[src/rtl/branch_tag_dispatch.sv]
// Rename-stage entry register: takes a 4-wide group from the instruction buffer,
// hands each branch slot a checkpoint tag from a free pool, and back-pressures the buffer.
module branch_tag_dispatch #(
  parameter int PKT_W    = 96,
  parameter int NUM_TAGS = 8,
  parameter int TAG_LOG  = 3
) (
  input  logic                 clk,
  input  logic                 reset,
  input  logic                 flush_i,
  input  logic                 ibReady_i,
  input  logic [PKT_W-1:0]     packet0_i,
  input  logic [PKT_W-1:0]     packet1_i,
  input  logic [PKT_W-1:0]     packet2_i,
  input  logic [PKT_W-1:0]     packet3_i,
  input  logic [3:0]           branchMask_i,
  input  logic                 stallBackEnd_i,
  input  logic [NUM_TAGS-1:0]  tagRelease_i,
  output logic                 stall_o,
  output logic                 valid_o,
  output logic [PKT_W-1:0]     packet0_o,
  output logic [PKT_W-1:0]     packet1_o,
  output logic [PKT_W-1:0]     packet2_o,
  output logic [PKT_W-1:0]     packet3_o,
  output logic [TAG_LOG-1:0]   tag0_o,
  output logic [TAG_LOG-1:0]   tag1_o,
  output logic [TAG_LOG-1:0]   tag2_o,
  output logic [TAG_LOG-1:0]   tag3_o,
  output logic [3:0]           tagValid_o,
  output logic [TAG_LOG:0]     freeCount_o
);

  logic [NUM_TAGS-1:0] free_vec_q, free_vec_d;
  logic [TAG_LOG:0]    free_count_q, free_count_d;
  logic                valid_q, valid_d;
  logic [PKT_W-1:0]    pkt_q [4];
  logic [PKT_W-1:0]    pkt_d [4];
  logic [TAG_LOG-1:0]  tag_q [4];
  logic [TAG_LOG-1:0]  tag_d [4];
  logic [3:0]          tag_valid_q, tag_valid_d;

  logic [PKT_W-1:0]    pkt_in [4];
  logic [TAG_LOG-1:0]  tag_sel [4];
  logic [NUM_TAGS-1:0] alloc_vec;
  logic [NUM_TAGS-1:0] avail;
  logic [TAG_LOG:0]    need;
  logic                found;
  logic                shortage;
  logic                accept;

  assign pkt_in[0] = packet0_i;
  assign pkt_in[1] = packet1_i;
  assign pkt_in[2] = packet2_i;
  assign pkt_in[3] = packet3_i;

  // Tag selection sees only the registered pool; releases this cycle become usable next cycle.
  always_comb begin
    // NOTE: every variable gets a default before any branch so no latch is inferred.
    avail     = free_vec_q;
    alloc_vec = '0;
    need      = '0;
    found     = 1'b0;
    for (int k = 0; k < 4; k++) begin
      tag_sel[k] = '0;
      found      = 1'b0;
      if (branchMask_i[k]) begin
        need = need + 1'b1;
        for (int t = 0; t < NUM_TAGS; t++) begin
          if (!found && avail[t]) begin
            tag_sel[k]   = TAG_LOG'(t);
            avail[t]     = 1'b0;
            alloc_vec[t] = 1'b1;
            found        = 1'b1;
          end
        end
      end
    end
  end

  assign shortage = ibReady_i & (need > free_count_q);
  assign stall_o  = stallBackEnd_i | shortage;
  assign accept   = ibReady_i & ~stall_o & ~flush_i;

  always_comb begin
    free_vec_d   = free_vec_q;
    valid_d      = valid_q;
    pkt_d        = pkt_q;
    tag_d        = tag_q;
    tag_valid_d  = tag_valid_q;
    if (flush_i) begin
      free_vec_d  = '1;
      valid_d     = 1'b0;
      tag_valid_d = '0;
    end else if (stallBackEnd_i) begin
      free_vec_d = free_vec_q | tagRelease_i;
    end else if (accept) begin
      valid_d     = 1'b1;
      pkt_d       = pkt_in;
      tag_d       = tag_sel;
      tag_valid_d = branchMask_i;
      free_vec_d  = (free_vec_q & ~alloc_vec) | tagRelease_i;
    end else begin
      valid_d    = 1'b0;
      free_vec_d = free_vec_q | tagRelease_i;
    end
    free_count_d = '0;
    for (int t = 0; t < NUM_TAGS; t++) begin
      free_count_d = free_count_d + (TAG_LOG+1)'(free_vec_d[t]);
    end
  end

  // Packet and tag storage is cleared on reset as well, so the outputs read zero out of reset.
  always_ff @(posedge clk or negedge reset) begin
    if (!reset) begin
      free_vec_q   <= '1;
      free_count_q <= (TAG_LOG+1)'(NUM_TAGS);
      valid_q      <= 1'b0;
      tag_valid_q  <= '0;
      for (int k = 0; k < 4; k++) begin
        pkt_q[k] <= '0;
        tag_q[k] <= '0;
      end
    end else begin
      // NOTE: non-blocking assignments so every flop samples the pre-edge value.
      free_vec_q   <= free_vec_d;
      free_count_q <= free_count_d;
      valid_q      <= valid_d;
      tag_valid_q  <= tag_valid_d;
      pkt_q        <= pkt_d;
      tag_q        <= tag_d;
    end
  end

  assign valid_o     = valid_q;
  assign packet0_o   = pkt_q[0];
  assign packet1_o   = pkt_q[1];
  assign packet2_o   = pkt_q[2];
  assign packet3_o   = pkt_q[3];
  assign tag0_o      = tag_q[0];
  assign tag1_o      = tag_q[1];
  assign tag2_o      = tag_q[2];
  assign tag3_o      = tag_q[3];
  assign tagValid_o  = tag_valid_q;
  assign freeCount_o = free_count_q;

endmodule

[config.mk]
export PLATFORM = sky130hd
export DESIGN_NAME = branch_tag_dispatch
export DESIGN_NICKNAME = d
export VERILOG_FILES = /design/src/rtl/branch_tag_dispatch.sv
export SDC_FILE = /design/constraint.sdc
export NUM_CORES = 1
export LEC_CHECK = 0
export ABC_AREA = 1
export ABC_CLOCK_PERIOD_IN_PS = 8490
export CAP_MARGIN = 25
export CORE_AREA = 2 2 316 318
export DETAILED_ROUTE_END_ITERATION = 10
export DIE_AREA = 0 0 318 320
export GPL_ROUTABILITY_DRIVEN = 1
export GPL_TIMING_DRIVEN = 0
export PLACE_DENSITY = 0.41
export SETUP_SLACK_MARGIN = 0.3
export SYNTH_ARGS = -nofsm -noshare
export SYNTH_HDL_FRONTEND = slang
export SYNTH_SLANG_ARGS = --single-unit
[constraint.sdc]
create_clock -name clk -period 8.49 [get_ports clk]
set_input_delay 1.698 -clock clk [delete_from_list [all_inputs] [get_ports clk]]
set_output_delay 1.698 -clock clk [all_outputs]
set_load 0.05 [all_outputs]
* After elaboration in Yosys (flattened, before gate mapping)
Cells that the tools add are included. W data, S select, Z words.
Cells by class: add/sub/neg operators 10, $lt $le $gt $ge 1, equality and inequality tests 1, multiplexer cells 160, bitwise logic cells 11, reductions and logical operators 59
Operators by type and width (number):
- $mux W1 | 116
- $mux W3 | 28
- $mux W8 | 10
- $logic_and A1 B1 Y1 | 28
- $logic_not A1 Y1 | 28
- $mux W4 | 6
- $add A4 B1 Y4 | 4
- $or A8 B8 Y8 | 2
- $add A4 B1 Y4 const B | 3
- $and A8 B8 Y8 | 1
- $not A8 Y8 | 1
- $add A3 B1 Y4 | 1
- $gt A4 B4 Y1 | 1
- $add A2 B1 Y3 | 1
- $and A1 B1 Y1 | 3
- $not A1 Y1 | 3
- $reduce_and A3 Y1 | 1
- $add A1 B1 Y2 | 1
- $ne A2 B2 Y1 const B | 1
- $reduce_and A2 Y1 | 1
- $reduce_bool A2 Y1 | 1
- $or A1 B1 Y1 | 1
Storage, ports and cells: bits in registers 413

* Depth between registers and ports, before layout
depth in word-level cells 133, depth in mapped cells 27, depth with buffers taken out 26

* Worst setup path after synthesis
Ideal clock, no wire load.
kind in2reg, start point input branchMask_i[0], end point register free_count_q[2], in the netlist freeCount_o[2], setup time 0.123 ns, arrival time 6.504 ns, required time 8.367 ns, path slack 1.863 ns, stages 27, path buffers 1, path through buf_6 inv_4 ha_1 xor2_1 ha_1 nor2_1 a21oi_1 ha_1 a21oi_1 o21ai_1 a31oi_1 nand2_1 nor2_1 inv_2 nor2_1 inv_1 o21ai_1 nand2_1 inv_1 fa_1 fa_1 fa_1 inv_1 ha_1 inv_1 fa_1 xnor2_1
Between the ends: elaborated cells on any way between the ends 155, classes of those cells add/sub: 10; order compare: 1; mux: 94; bitwise: 8; reduce/logical: 42
RTL lines:
- start, declared | RTL line 16 | input logic [3:0] branchMask_i,
- parallel branches: the longest is 24 deep, another holds $add A4 B1 Y4
- $mux W8 (*) | RTL line 96 | end else if (accept) begin
- $mux W8 (*) | RTL line 94 | end else if (stallBackEnd_i) begin
- $mux W8 (*) | RTL line 90 | if (flush_i) begin
- via free_vec_d[3] | RTL line 33 | logic [NUM_TAGS-1:0] free_vec_q, free_vec_d;
- $add A3 B1 Y4 (*) | RTL line 108 | free_count_d = free_count_d + (TAG_LOG+1)'(free_vec_d[t]);
- $add A4 B1 Y4 (*) (4 in series) | RTL line 108
- via free_count_d[2] | RTL line 34 | logic [TAG_LOG:0] free_count_q, free_count_d;
- end signal, assigned | RTL line 116 | free_count_q <= (TAG_LOG+1)'(NUM_TAGS);
- end signal, assigned | RTL line 126 | free_count_q <= free_count_d;
- end, declared | RTL line 34
Mark *: on every way through the listed nets, which the timed path passes. The select of a mux whose other input is x is not followed. A chain may end at the register's enable or synchronous reset.

* Worst setup path after layout
start point input branchMask_i[1], end point register free_count_q[1], in the netlist freeCount_o[1]
Between the ends: elaborated cells on any way between the ends 108, classes of those cells add/sub: 9; order compare: 1; mux: 62; bitwise: 8; reduce/logical: 28
RTL lines (RTL line):
- parallel branches: the longest is 21 deep, another holds $add A4 B1 Y4
- $mux W8 (*) | 96
- $mux W8 (*) | 94
- $mux W8 (*) | 90
- via free_vec_d[3] | 33
- $add A3 B1 Y4 (*) | 108
- $add A4 B1 Y4 (*) (4 in series) | 108
- via free_count_d[1] | 34
Marked as above.

==> flow_summary_export.csv <==
group,metric,value,unit
logic_synthesis,netlist_area,0.0166,mm^2
cells_and_area,fin_nets,3216,
worst_hold_path,whs_path_depth,2,
logic_synthesis,synth_edf_count,0,
global_route,grt_pass1_vias,16100,
detailed_routing,antenna_left,0,
worst_setup_path,worstReg2RegStart,"freeCount_o[3]$_DFF_PN1_",
place,placed_cell_area,0.0265,mm^2
timing,worst_slew_margin_rel,39.8,%
worst_setup_path,cp_max_fo,9,
clocking,post_cts_buffers,0,
worst_hold_path,whs_endpoint,"packet0_o[19]$_DFFE_PN0P_",
global_route,grt_max_degree,105,
cells_and_area,final_common_cell,"nand2_1",
run_status,status,"complete, no violations",
cells_and_area,syn2layout_area_growth,70.2,%
timing,setup_viol,0,
place,hpwl,63.9,mm
clocking,cts_tree,"done",
timing,fin_crit_sh,89.5,%
cells_and_area,fin_area,0.0283,mm^2
power_and_ir_drop,power.leakage,13.6,nW
detailed_routing,dr.pass1.iters,6,
timing,maxSlewViolCount,0,
logic_synthesis,synth-main-ff-cell,"dfrtp_1",
worst_setup_path,setup.worst_path.class,"input pin to register",
global_route,grt_antenna_before_repair,15,
worst_setup_path,r2r-end,"freeCount_o[1]$_DFF_PN0_",
clocking,clk_path_buf_depth,3,
worst_setup_path,worst-endpoint-arrival,8.11,ns
logic_synthesis,async_reset_ff_share,100,%
die,die_w,318,um
logic_synthesis,synth_top_family_by_area,"simple AND/OR/NAND/NOR gates",
timing,whs,0.465,ns
die,fp-row-count,115,
cells_and_area,seq_area,0.0103,mm^2
timing,rsz0062_at_grt,"no",
logic_synthesis,synth_nets,2348,
logic_synthesis,muxShareOfSynthArea,0,%
cells_and_area,drive_above_1_share,6.43,%
worst_setup_path,worstPathRequired,9.00,ns
timing,clock_skew,0.0232,ns
die,start_util,17.0,%
place,gp_routability_congestion,0.846,
power_and_ir_drop,p_per_area,312,mW/mm^2
detailed_routing,drt_iter0_markers,799,
die,dieArea,0.102,mm^2
logic_synthesis,yosys.area_share.simple,30.5,%
detailed_routing,remaining_drc_errors,0,
global_route,grt_usage,15.6,%
timing,tightest_slew,0.903,ns
logic_synthesis,ys_ff_latch,413,
worst_setup_path,r2r_cells,21,
worst_hold_path,worstHoldStart,"packet0_o[19]$_DFFE_PN0P_",
clocking,htreeDepth,2,
die,coreArea,0.0980,mm^2
worst_setup_path,r2r_slack,3.27,ns
timing,fmax,132,MHz
detailed_routing,post_drt_wl_per_cell,19.7,um
logic_synthesis,seq_area_frac_synth,62.2,%
die,dieHeight,320,um
clocking,insertion_delay,0.64,ns
logic_synthesis,synth_compound_area_share,2.33,%
logic_synthesis,netlist_instances,1931,
die,pin_count,807,
clocking,clk_pin_slew,0.06,ns
clocking,cts_buffers,54,
logic_synthesis,synth_fa_ha_area_share,1.38,%
clocking,cts_root_buf,"clkbuf_16",
global_route,grt_pass1_wl,115,mm
worst_hold_path,hp-class,"register to register",
power_and_ir_drop,vdd_drop_max,0.196,mV
cells_and_area,mostFrequentLayoutCells,"nand2_1 (1218), clkdlybuf4s50_1 (803), dfrtp_1 (404)",
global_route,grt-ovfl-total,0,
cells_and_area,multi_input_area,0.00573,mm^2
place,port_buffers,804,
detailed_routing,wl,81.4,mm
cells_and_area,nFillCells,10500,
worst_setup_path,worstSetupEndpointType,"register",
clocking,hold_buffers,0,
worst_setup_path,worstSetupStartpointType,"input pin",
detailed_routing,avgViaCountPerCell,3.76,
logic_synthesis,synth_xor_area_share,0.211,%
timing,period_needed,7.60,ns
logic_synthesis,synth_cell_types,48,
detailed_routing,route.vias.total,15600,
logic_synthesis,yosys_warnings,0,
clocking,cts_resized,0,
clocking,cts_sinks,413,
run,maxCapViolCount,0,
timing,hold_viol,0,
logic_synthesis,postSynthAreaPerCell,8.62,um^2
layout make-up:
cell class | instances | area share [%]
repair buffers | 812 | 29.0
diodes | 9 | 0.0795
plain buffers | 90 | 1.33
clock buffers | 82 | 5.82
inverters | 49 | 0.658
clock inverters | 19 | 0.623
flip-flops and latches | 413 | 36.5
multi-input cells | 1379 | 20.2
well taps | 1287 | 5.69
registers in the layout, summed over array words and instances, names as in the netlist:
| name | count |
|---|---|
| tagValid_o | 4 |
| packet1_o | 96 |
| free_vec_q | 8 |
| packet3_o | 96 |
| tag2_o | 3 |
| packet2_o | 96 |
| tag0_o | 3 |
| freeCount_o | 4 |
| tag1_o | 3 |
| tag3_o | 3 |
| packet0_o | 96 |
| valid_o | 1 |
worst max path at each step:
stage / start / endpoint / slack (ns) / cells after the start
3_3_place_gp: reset / packet1_o[30]$_DFFE_PN0P_ / -15.22 / 1
2_1_floorplan: branchMask_i[0] / freeCount_o[2]$_DFF_PN0_ / 1.86 / 27
4_1_cts: branchMask_i[1] / freeCount_o[1]$_DFF_PN0_ / 0.46 / 27
3_5_place_dp: branchMask_i[1] / freeCount_o[1]$_DFF_PN0_ / -0.21 / 27
5_1_grt: branchMask_i[1] / freeCount_o[2]$_DFF_PN0_ / 0.42 / 27
6_report: branchMask_i[1] / freeCount_o[1]$_DFF_PN0_ / 0.89 / 27
where the power goes:
group          internal [mW]  switching [mW]  total (mW)
Combinational           1.18            2.56        3.74
Sequential              2.46           0.280        2.74
Clock                   1.40           0.956        2.35
Total                   5.03            3.79        8.83
synth_stat cells, types with 3 or more instances:
master / n / area share, %
nand3_2: 4 / 0.24
nand2_4: 3 / 0.20
dfrtp_1: 404 / 61
nor2_2: 3 / 0.11
o211ai_1: 3 / 0.14
xor2_1: 3 / 0.16
ha_1: 12 / 0.90
a21oi_1: 12 / 0.36
nor3_1: 5 / 0.15
nand2_1: 1218 / 27
buf_2: 26 / 0.78
nor2_4: 5 / 0.34
dfstp_2: 9 / 1.4
nand2_2: 9 / 0.34
inv_2: 9 / 0.20
o21ai_0: 18 / 0.54
buf_1: 3 / 0.068
fa_1: 4 / 0.48
o21ai_1: 4 / 0.12
nand3_1: 19 / 0.57
inv_1: 38 / 0.86
nand4_1: 4 / 0.15
clkbuf_1: 60 / 1.4
nor2_1: 25 / 0.56
layer usage:
layer  routed length [um]  global-route usage, %  vias up
met1                32900                   18.1     7346
met4                 2170                   5.75        8
met3                 5630                   4.78      107
li1                     -                      -     7643
met2                40600                   26.9      481
met5                   51                      0        -
through the flow:
stage               std cells  utilization [%]  power (mW)  setup WS (ns)  setup TNS [ns]
CTS                      4131             28.9        8.97          0.456               0
floorplan                1931                -        4.93           1.86               0
global route             4139             28.9        9.23          0.425               0
detailed placement       4030             27.0        6.54         -0.206          -0.399
global placement         4022             26.8        6.55         -15.22        -6192.69
finish                   4140             28.9        8.83          0.893               0
worst max-delay path: stages:
cell and delay (ns):
clkdlybuf4s50_1 0.63, inv_1 0.19, ha_1 0.35, xor2_1 0.24
ha_1 0.27, nor2_1 0.10, a21oi_1 0.07, ha_1 0.31
a21oi_1 0.17, o21ai_1 0.07, a31oi_1 0.18, nand2_1 0.30
nor2_2 0.34, inv_2 0.21, nor2_2 0.28, inv_1 0.15
o21ai_1 0.15, nand2_1 0.11, inv_1 0.10, fa_1 0.45
fa_1 0.51, fa_1 0.41, inv_1 0.06, ha_1 0.16
inv_1 0.06, fa_1 0.48, inv_1 0.04
logic make-up (layout without fill, tap and decap cells):
group	after synthesis	in the layout
and+or+nand+nor	1300	1300
DFF	413	413
buffers and inverters	139	1052
AOI/OAI and AO/OA	58	58
adders and majority gates	16	16
xor gates and xnor gates	4	4
other	1	10
No activity file was read; power rests on OpenSTA's default activity.
